File: src/rtl/peri_bus_arbiter_if.sv
// rtl/peri_bus_arbiter_if.sv - master-side and peripheral-side bus bundle for peri_bus_arbiter
interface peri_bus_arbiter_if #(
    parameter int NumMasters = 2
);
    logic [NumMasters-1:0]      m_req;
    logic [32*NumMasters-1:0]   m_addr;
    logic [NumMasters-1:0]      m_write;
    logic [4*NumMasters-1:0]    m_be;
    logic [32*NumMasters-1:0]   m_wdata;
    logic [NumMasters-1:0]      m_gnt;
    logic [NumMasters-1:0]      m_rvalid;
    logic [31:0]                m_rdata;

    logic                       peri_req;
    logic [31:0]                peri_addr;
    logic                       peri_write;
    logic [3:0]                 peri_be;
    logic [31:0]                peri_wdata;
    logic                       peri_gnt;
    logic                       peri_rvalid;
    logic [31:0]                peri_rdata;

    modport slave (
        input  m_req, m_addr, m_write, m_be, m_wdata,
        output m_gnt, m_rvalid, m_rdata,
        output peri_req, peri_addr, peri_write, peri_be, peri_wdata,
        input  peri_gnt, peri_rvalid, peri_rdata
    );

    modport master (
        output m_req, m_addr, m_write, m_be, m_wdata,
        input  m_gnt, m_rvalid, m_rdata,
        input  peri_req, peri_addr, peri_write, peri_be, peri_wdata,
        output peri_gnt, peri_rvalid, peri_rdata
    );
endinterface

File: src/rtl/peri_bus_arbiter.sv
// rtl/peri_bus_arbiter.sv - round-robin peripheral port arbiter with grant lock and in-order response routing
module peri_bus_arbiter #(
    parameter int NumMasters     = 2,
    parameter int MaxOutstanding = 4
) (
    input  logic                clk,
    input  logic                rst,
    peri_bus_arbiter_if.slave   bus,
    output logic                err_unexp_rvalid
);
    localparam int IdW  = (NumMasters > 1) ? $clog2(NumMasters) : 1;
    localparam int PtrW = (MaxOutstanding > 1) ? $clog2(MaxOutstanding) : 1;
    localparam int CntW = $clog2(MaxOutstanding) + 1;
    localparam logic [NumMasters-1:0] OneHot0 = NumMasters'(1);

    typedef enum logic {
        IDLE,
        WAIT_GNT
    } state_t;

    state_t             state;
    logic [IdW-1:0]     rr_ptr;
    logic [IdW-1:0]     lock_id;
    logic [IdW-1:0]     id_fifo [MaxOutstanding];
    logic [PtrW-1:0]    wr_ptr;
    logic [PtrW-1:0]    rd_ptr;
    logic [CntW-1:0]    count;

    logic               slot_ok;
    logic               found;
    logic [IdW-1:0]     sel;
    logic               fwd_valid;
    logic [IdW-1:0]     fwd_id;
    logic               push;
    logic               pop;

    function automatic logic [PtrW-1:0] fifo_inc(input logic [PtrW-1:0] p);
        return (p == PtrW'(MaxOutstanding - 1)) ? '0 : p + 1'b1;
    endfunction

    function automatic logic [IdW-1:0] master_inc(input logic [IdW-1:0] id);
        return (id == IdW'(NumMasters - 1)) ? '0 : id + 1'b1;
    endfunction

    assign slot_ok = (count < CntW'(MaxOutstanding));

    // First requester at or after the round-robin pointer, wrapping.
    always_comb begin
        found = 1'b0;
        sel   = '0;
        for (int k = 0; k < NumMasters; k++) begin
            if (!found && bus.m_req[(int'(rr_ptr) + k) % NumMasters]) begin
                found = 1'b1;
                sel   = IdW'((int'(rr_ptr) + k) % NumMasters);
            end
        end
    end

    // While locked only the stalled master is forwarded, and it loses the lock if it withdraws.
    always_comb begin
        fwd_valid = 1'b0;
        fwd_id    = '0;
        if (state == WAIT_GNT) begin
            fwd_valid = slot_ok && bus.m_req[lock_id];
            fwd_id    = lock_id;
        end else begin
            fwd_valid = slot_ok && found;
            fwd_id    = sel;
        end
    end

    assign push = fwd_valid && bus.peri_gnt;
    assign pop  = bus.peri_rvalid && (count != '0);

    always_comb begin
        bus.peri_req   = fwd_valid;
        bus.peri_addr  = '0;
        bus.peri_write = 1'b0;
        bus.peri_be    = '0;
        bus.peri_wdata = '0;
        if (fwd_valid) begin
            bus.peri_addr  = bus.m_addr[int'(fwd_id)*32 +: 32];
            bus.peri_write = bus.m_write[fwd_id];
            bus.peri_be    = bus.m_be[int'(fwd_id)*4 +: 4];
            bus.peri_wdata = bus.m_wdata[int'(fwd_id)*32 +: 32];
        end
    end

    assign bus.m_gnt    = push ? (OneHot0 << fwd_id) : '0;
    assign bus.m_rvalid = pop ? (OneHot0 << id_fifo[rd_ptr]) : '0;
    assign bus.m_rdata  = bus.peri_rvalid ? bus.peri_rdata : '0;

    always_ff @(posedge clk) begin
        if (rst) begin
            state            <= IDLE;
            rr_ptr           <= '0;
            lock_id          <= '0;
            wr_ptr           <= '0;
            rd_ptr           <= '0;
            count            <= '0;
            err_unexp_rvalid <= 1'b0;
        end else begin
            case (state)
                IDLE: begin
                    if (fwd_valid) begin
                        if (bus.peri_gnt) begin
                            rr_ptr <= master_inc(sel);
                        end else begin
                            lock_id <= sel;
                            state   <= WAIT_GNT;
                        end
                    end
                end
                WAIT_GNT: begin
                    if (!bus.m_req[lock_id]) begin
                        state <= IDLE;
                    end else if (push) begin
                        rr_ptr <= master_inc(lock_id);
                        state  <= IDLE;
                    end
                end
                default: state <= IDLE;
            endcase

            if (push) begin
                id_fifo[wr_ptr] <= fwd_id;
                wr_ptr          <= fifo_inc(wr_ptr);
            end
            if (pop) begin
                rd_ptr <= fifo_inc(rd_ptr);
            end
            case ({push, pop})
                2'b10:   count <= count + CntW'(1);
                2'b01:   count <= count - CntW'(1);
                default: count <= count;
            endcase

            if (bus.peri_rvalid && (count == '0)) begin
                err_unexp_rvalid <= 1'b1;
            end
        end
    end
endmodule

File: src/flat_wrapper.sv
// flat-port wrapper written by rule: the top's interface ports become plain ports
module peri_bus_arbiter_flat 
#(
    parameter int NumMasters     = 2,
    parameter int MaxOutstanding = 4
)
  (clk, rst, err_unexp_rvalid, bus_m_req, bus_m_addr, bus_m_write, bus_m_be, bus_m_wdata, bus_m_gnt, bus_m_rvalid, bus_m_rdata, bus_peri_req, bus_peri_addr, bus_peri_write, bus_peri_be, bus_peri_wdata, bus_peri_gnt, bus_peri_rvalid, bus_peri_rdata);
  peri_bus_arbiter_if #(.NumMasters(NumMasters)) bus_i ();
  input  logic clk;
  input  logic rst;
  output logic err_unexp_rvalid;
  input wire logic [$bits(bus_i.m_req)-1:0] bus_m_req;
  input wire logic [$bits(bus_i.m_addr)-1:0] bus_m_addr;
  input wire logic [$bits(bus_i.m_write)-1:0] bus_m_write;
  input wire logic [$bits(bus_i.m_be)-1:0] bus_m_be;
  input wire logic [$bits(bus_i.m_wdata)-1:0] bus_m_wdata;
  output wire logic [$bits(bus_i.m_gnt)-1:0] bus_m_gnt;
  output wire logic [$bits(bus_i.m_rvalid)-1:0] bus_m_rvalid;
  output wire logic [$bits(bus_i.m_rdata)-1:0] bus_m_rdata;
  output wire logic [$bits(bus_i.peri_req)-1:0] bus_peri_req;
  output wire logic [$bits(bus_i.peri_addr)-1:0] bus_peri_addr;
  output wire logic [$bits(bus_i.peri_write)-1:0] bus_peri_write;
  output wire logic [$bits(bus_i.peri_be)-1:0] bus_peri_be;
  output wire logic [$bits(bus_i.peri_wdata)-1:0] bus_peri_wdata;
  input wire logic [$bits(bus_i.peri_gnt)-1:0] bus_peri_gnt;
  input wire logic [$bits(bus_i.peri_rvalid)-1:0] bus_peri_rvalid;
  input wire logic [$bits(bus_i.peri_rdata)-1:0] bus_peri_rdata;
  assign bus_i.m_req = bus_m_req;
  assign bus_i.m_addr = bus_m_addr;
  assign bus_i.m_write = bus_m_write;
  assign bus_i.m_be = bus_m_be;
  assign bus_i.m_wdata = bus_m_wdata;
  assign bus_m_gnt = bus_i.m_gnt;
  assign bus_m_rvalid = bus_i.m_rvalid;
  assign bus_m_rdata = bus_i.m_rdata;
  assign bus_peri_req = bus_i.peri_req;
  assign bus_peri_addr = bus_i.peri_addr;
  assign bus_peri_write = bus_i.peri_write;
  assign bus_peri_be = bus_i.peri_be;
  assign bus_peri_wdata = bus_i.peri_wdata;
  assign bus_i.peri_gnt = bus_peri_gnt;
  assign bus_i.peri_rvalid = bus_peri_rvalid;
  assign bus_i.peri_rdata = bus_peri_rdata;
  peri_bus_arbiter #(.NumMasters(NumMasters), .MaxOutstanding(MaxOutstanding)) u_core (.clk(clk), .rst(rst), .bus(bus_i), .err_unexp_rvalid(err_unexp_rvalid));
endmodule
File: config.mk
export PLATFORM = sky130hd
export DESIGN_NAME = peri_bus_arbiter_flat
export DESIGN_NICKNAME = d
export VERILOG_FILES = /design/src/rtl/peri_bus_arbiter_if.sv /design/src/rtl/peri_bus_arbiter.sv /design/src/flat_wrapper.sv
export SDC_FILE = /design/constraint.sdc
export NUM_CORES = 1
export LEC_CHECK = 0
export CAP_MARGIN = 20
export CORE_AREA = 3 3 109 111
export CTS_CLUSTER_SIZE = 30
export DETAILED_ROUTE_END_ITERATION = 6
export DIE_AREA = 0 0 112 114
export SETUP_SLACK_MARGIN = 0.3
export SLEW_MARGIN = 20
export SYNTH_ARGS = -nofsm -noshare
export SYNTH_HDL_FRONTEND = slang
export SYNTH_SLANG_ARGS = --single-unit
File: constraint.sdc
create_clock -name clk -period 2.7 [get_ports clk]
set_input_delay 0.27 -clock clk [delete_from_list [all_inputs] [get_ports clk]]
set_output_delay 0.27 -clock clk [all_outputs]
set_load 0.01 [all_outputs]
## Yosys cells after proc, flatten, opt, wreduce, memory -nomap -nowiden

Memories as Yosys holds them, arrays and structs flattened. A register that Yosys moved wholly into a read port is not among the register bits.
Index checks and enable logic that the tools add are counted.
W data, S select, Z words.

- Register bits: 11
- Bits in writable memories: 4
- Input bits: 176
- Output and inout bits: 107
- Logic and storage cells: 90
- Memories: 1

- $add $sub $neg: 7
- Order comparisons: 5
- Equal/unequal tests: 8
- Shift operators: 5
- Mux-type cells: 42
- Bitwise operators: 3
- Reductions and logical operators: 12

Memory list:

| memory | depth | bits a word | read ports | clocked after Yosys merged registers in | wr ports | line | RTL |
|---|---|---|---|---|---|---|---|
| u_core.id_fifo | 4 | 1 | 1 | 1 | 1 | peri_bus_arbiter.sv:24 | `logic [IdW-1:0] id_fifo [MaxOutstanding];` |

Operator list:

| operator | count |
|---|---|
| $shiftx A64 B7 Y32 | 2 |
| $mux W32 | 3 |
| $mux W1 | 29 |
| $mux W2 | 6 |
| $shiftx A8 B4 Y4 | 1 |
| $eq A2 B2 Y1 const B | 3 |
| $logic_and A1 B1 Y1 | 6 |
| $lt A1 B2 Y1 const B | 3 |
| $ne A2 B2 Y1 const B | 3 |
| $pmux W3 S2 | 1 |
| $add A2 B1 Y2 const B | 2 |
| $mux W4 | 1 |
| $pmux W1 S2 | 2 |
| $reduce_and A4 Y1 | 1 |
| $shl A1 B1 Y2 const A | 2 |
| $add A1 B1 Y1 const B | 3 |
| $add A3 B1 Y3 const B | 1 |
| $logic_not A3 Y1 | 1 |
| $lt A2 B3 Y1 const B | 1 |
| $lt A3 B3 Y1 const B | 1 |
| $reduce_and A3 Y1 | 1 |
| $reduce_bool A3 Y1 | 1 |
| $sub A3 B1 Y3 const B | 1 |
| $eq A2 B1 Y1 const B | 1 |
| 5 further kinds | 6 |

## Depth between registers and ports, before layout

- Depth in word-level cells: 13
- Mapped depth: 10

## Worst setup path before layout

Ideal clock, no wire load.

- Path type: register to register
- From: reg u_core.state
- To: reg u_core.count[2]
- Setup time: 71 ps
- Arrival time: 2030 ps
- Setup slack: 600 ps
- Stages on the path, launching flop included: 11
- Path buffers: 0
- Path through: dfxtp_1 > nand2b_1 > a21oi_1 > nor2_1 > inv_1 > ha_1 > inv_1 > fa_1 > xor2_1 > or3_1 > a21oi_1

- Cells in the longest elaborated chain, start to end: 4

RTL lines:

| item | line | RTL |
|---|---|---|
| start: declaration | peri_bus_arbiter.sv:21 | `state_t state;` |
| start signal: assignment | peri_bus_arbiter.sv:95 | `state <= IDLE;` |
| start signal: assignment | peri_bus_arbiter.sv:110 | `state <= WAIT_GNT;` |
| start signal: assignment | peri_bus_arbiter.sv:116 | `state <= IDLE;` |
| $mux W1 (*) | peri_bus_arbiter.sv:63 | `if (state == WAIT_GNT) begin` |
| $logic_and A1 B1 Y1 (*) | peri_bus_arbiter.sv:72 | `assign push = fwd_valid && bus.peri_gnt;` |
| $eq A2 B1 Y1 or $eq A2 B2 Y1 (tied branches) | peri_bus_arbiter.sv:132 | `case ({push, pop})` |
| $pmux W3 S2 or $reduce_bool A2 Y1 (tied branches) | - |  |
| end signal: assignment | peri_bus_arbiter.sv:133 | `2'b10: count <= count + CntW'(1);` |
| end signal: assignment | peri_bus_arbiter.sv:134 | `2'b01: count <= count - CntW'(1);` |
| end signal: assignment | peri_bus_arbiter.sv:135 | `default: count <= count;` |
| end: declaration | peri_bus_arbiter.sv:27 | `logic [CntW-1:0] count;` |

Mark *: on every way between the ends. The rest lies on a longest branch, timed or not.
A chain may end at the register's enable or synchronous reset.

## Final worst setup path

- From: reg u_core.state
- To: out bus_peri_wdata[14]

- Cells in the longest elaborated chain, start to end: 3

RTL lines:

| item | line | RTL |
|---|---|---|
| $mux W1 | peri_bus_arbiter.sv:63 |  |
| $shiftx A64 B7 Y32 | peri_bus_arbiter.sv:85 | `bus.peri_wdata = bus.m_wdata[int'(fwd_id)*32 +: 32];` |
| $mux W32 (*) | peri_bus_arbiter.sv:81 | `if (fwd_valid) begin` |
| end: declaration | flat_wrapper.sv:24 | `output wire logic [$bits(bus_i.peri_wdata)-1:0] bus_peri_wdata;` |

Marked as above.

==> flow_metrics.py <==
metrics = {
    "run_status": {
        "status": "completed",
    },
    "yosys": {
        "yosys.area_share.simple_pct": 44.14,
        "postSynthAreaPerCell_sq_um": 5.717,
        "yosysWarningCount": 0,
        "synth_cell_types": 28,
        "ys_seq_area_share_pct": 18.85,
        "yosys.area_share.adder_pct": 4.712,
        "synth_top_family_by_area": "simple AND/OR/NAND/NOR gates",
        "ys_ff_latch": 17,
        "syn_inst": 353,
        "synth_compound_area_share_pct": 22.19,
        "synth_mux_area_share_pct": 1.612,
        "syn_area_sq_um": 2018,
        "synth-xor-area-share_pct": 0.8679,
        "syn-num-nets": 536,
    },
    "critical_path": {
        "worstPathMaxFanout": 50,
        "worstReg2RegStart": "u_core.state$_SDFF_PP0_",
        "cp_data_required_time_ns": 2.43,
        "cp-end-kind": "primary output",
        "critPathLaunch": "u_core.state$_SDFF_PP0_",
        "worst-setup-path-type": "register to primary output",
        "start_kind": "register",
        "cp.arrival_ns": 2.19,
    },
    "clock_tree": {
        "clkTransAtPathRegs_ns": 0.06,
        "cts.path.max_buffers": 2,
        "clockRootBuffer": "clkbuf_8",
        "cts_tree": "built",
        "clk_latency_ns": 0.25,
        "cts_max_level": 1,
        "numCtsBuffers": 3,
        "cts.sinks": 17,
        "hold_buffers": 0,
    },
    "place": {
        "gp_congestion": 0.8899,
        "placed_area_sq_um": 5039,
        "port_buffers": 282,
        "dp.final_hpwl_mm": 9.729,
        "dp_cells": 762,
        "detailedPlace.worstSlack_ns": -0.001246,
    },
    "routing": {
        "first_pass_iters": 4,
        "drt_wl_total_mm": 12.07,
        "drcViolationCount": 0,
        "wl_per_cell_um": 15.66,
        "antenna_left": 0,
        "drt_iter0_markers": 170,
        "via_per_inst": 4.329,
        "vias": 3338,
    },
    "timing": {
        "setup_viol": 0,
        "final.setup.worst_slack_ns": 0.2389,
        "fin_crit_sh_pct": 91.15,
        "totalNegativeSetupSlack_ns": 0,
        "fmax_ghz": 0.4063,
        "clock-skew-final_ns": 0.002361,
        "rsz0062_at_grt": "true",
        "relSlewSlack_pct": 61.07,
        "hold_viol_final": 0,
        "finalMaxSlewViolations": 0,
        "timing.final.crit_period_ns": 2.461,
        "tightest_slew_ns": 0.5821,
        "hold_slack_ns": 0.4257,
    },
    "floorplan": {
        "die_x_um": 112,
        "num_rows": 38,
        "io_pins": 283,
        "core_sq_um": 10890,
        "dieHeight_um": 114,
        "fp.dieArea_sq_um": 12770,
        "initial_core_util_pct": 18.54,
    },
    "flow_run": {
        "maxCapViolCount": 0,
    },
    "worst_hold_path": {
        "hold_path_startpoint": "bus_m_req[0]",
        "hold_class": "input pin to register",
    },
    "layout": {
        "area_growth_pct": 160.3,
        "drive_gt1_share_pct": 4.754,
        "fin_util_pct": 48.24,
        "fill_cells": 1111,
        "num_antenna_cells": 0,
        "fin_area_sq_um": 5253,
        "layout.cells.non_filler": 771,
        "fin_nets": 815,
    },
    "grt": {
        "antenna_found_initial": 0,
        "grt_max_degree": 51,
        "grt_pass1_wl_mm": 17.62,
        "grt-ovfl-total": 0,
        "grt_pass1_vias": 3416,
        "track_usage_pct": 16.84,
    },
    "power_and_ir_drop": {
        "ir_drop_uv": 349.8,
        "power.leakage_nw": 2.638,
        "p_per_area_nw_per_um2": 430.7,
        "fin_total_pwr_mw": 2.262,
    },
}
[worst max-delay path, cell delays in order, from the launching register on]
cell	delay, ns
dfxtp_1	0.44
nand2b_1	0.13
a21o_1	0.22
nand3b_1	0.14
buf_12	0.25
buf_12	0.19
a21oi_1	0.05
clkdlybuf4s50_1	0.48
[cells by family after synthesis]
family | after synthesis
and+or+nand+nor | 203
AOI/OAI and AO/OA | 85
buffers and inverters | 37
DFF | 17
adders and majority gates | 7
xor gates and xnor gates | 2
muxes | 2
[path summary, 6_finish.rpt]
path	end	slack [ns]	cells after the start
worst max-delay path	bus_peri_wdata[14]	0.24	7
worst min-delay path	u_core.lock_id$_SDFFE_PP0P_	0.43	4
worst max register to register	u_core.count[2]$_SDFFE_PP0P_	0.40	11
worst min register to register	u_core.err_unexp_rvalid$_SDFFE_PP0P_	0.47	2
[layer usage]
metal | up-vias | track usage (%) | share of wire [%]
li1 | 1700 | - | -
met1 | 1504 | 19.41 | 37
met2 | 120 | 32.21 | 55
met3 | 14 | 3.289 | 5.8
met4 | 0 | 3.526 | 1.6
met5 | - | 0 | 0
[cell type report]
type,count,area (sq um),area share (%)
clock buffer,4,45.04,0.8576
timing repair buffer,300,3107,59.15
multi-input combinational,299,1501,28.59
inverter,11,43.79,0.8337
tap,140,175.2,3.335
sequential,17,380.4,7.242
[cell usage after synthesis]
cell type / n / area (sq um)
nand2_1: 141 / 529.3
a21oi_1: 76 / 380.4
and2_1: 33 / 206.5
clkbuf_1: 14 / 52.55
dfxtp_1: 13 / 260.3
buf_2: 12 / 60.06
nor2_1: 10 / 37.54
inv_1: 9 / 33.78
ha_1: 6 / 75.07
edfxtp_1: 4 / 120.1
nor3_1: 4 / 20.02
nor3b_1: 4 / 30.03
nand3_1: 3 / 15.01
nor2b_1: 3 / 18.77
o21ai_0: 3 / 15.01
inv_2: 2 / 7.510
nand2b_1: 2 / 12.51
nand3b_1: 2 / 15.01
o31ai_1: 2 / 15.01
xor2_1: 2 / 17.52
a2111oi_0: 1 / 8.760
a21o_1: 1 / 7.510
a22oi_2: 1 / 12.51
a32oi_1: 1 / 8.760
fa_1: 1 / 20.02
mux2i_1: 1 / 10.01
mux4_2: 1 / 22.52
or3_1: 1 / 6.260
[power by group]
part	leakage (nW)	internal, mW	total, mW	switching (mW)
Clock	0.0228	0.105	0.187	0.0827
Sequential	0.143	0.314	0.364	0.0495
Combinational	2.47	0.913	1.71	0.798
[what timing repair did]
action                                  4_1_cts  5_1_grt
endpoints found under the setup margin       71       70
gates resized for setup                      31       49
setup buffers                                 1        2
pin swaps                                     1        0
gates cloned                                  1        1
[layout by cell type (no fill, tap or decap), drive strengths merged]
cell and n:
ha 6, and2 33, o31ai 2, clkbuf 5
nor2 10, nor3 4, inv 11, mux2i 1
nand2b 2, nand3 3, clkdlybuf4s50 216, o21ai 3
a32oi 1, dlygate4sd2 26, a2111oi 1, nand2 141
nor3b 4, dfxtp 13, a21oi 76, nand3b 2
fa 1, edfxtp 4, or3 1, a22oi 1
xor2 2, a21o 1, dlymetal6s2s 40, buf 17
mux4 1, nor2b 3
(Power assumes the default switching activity.)
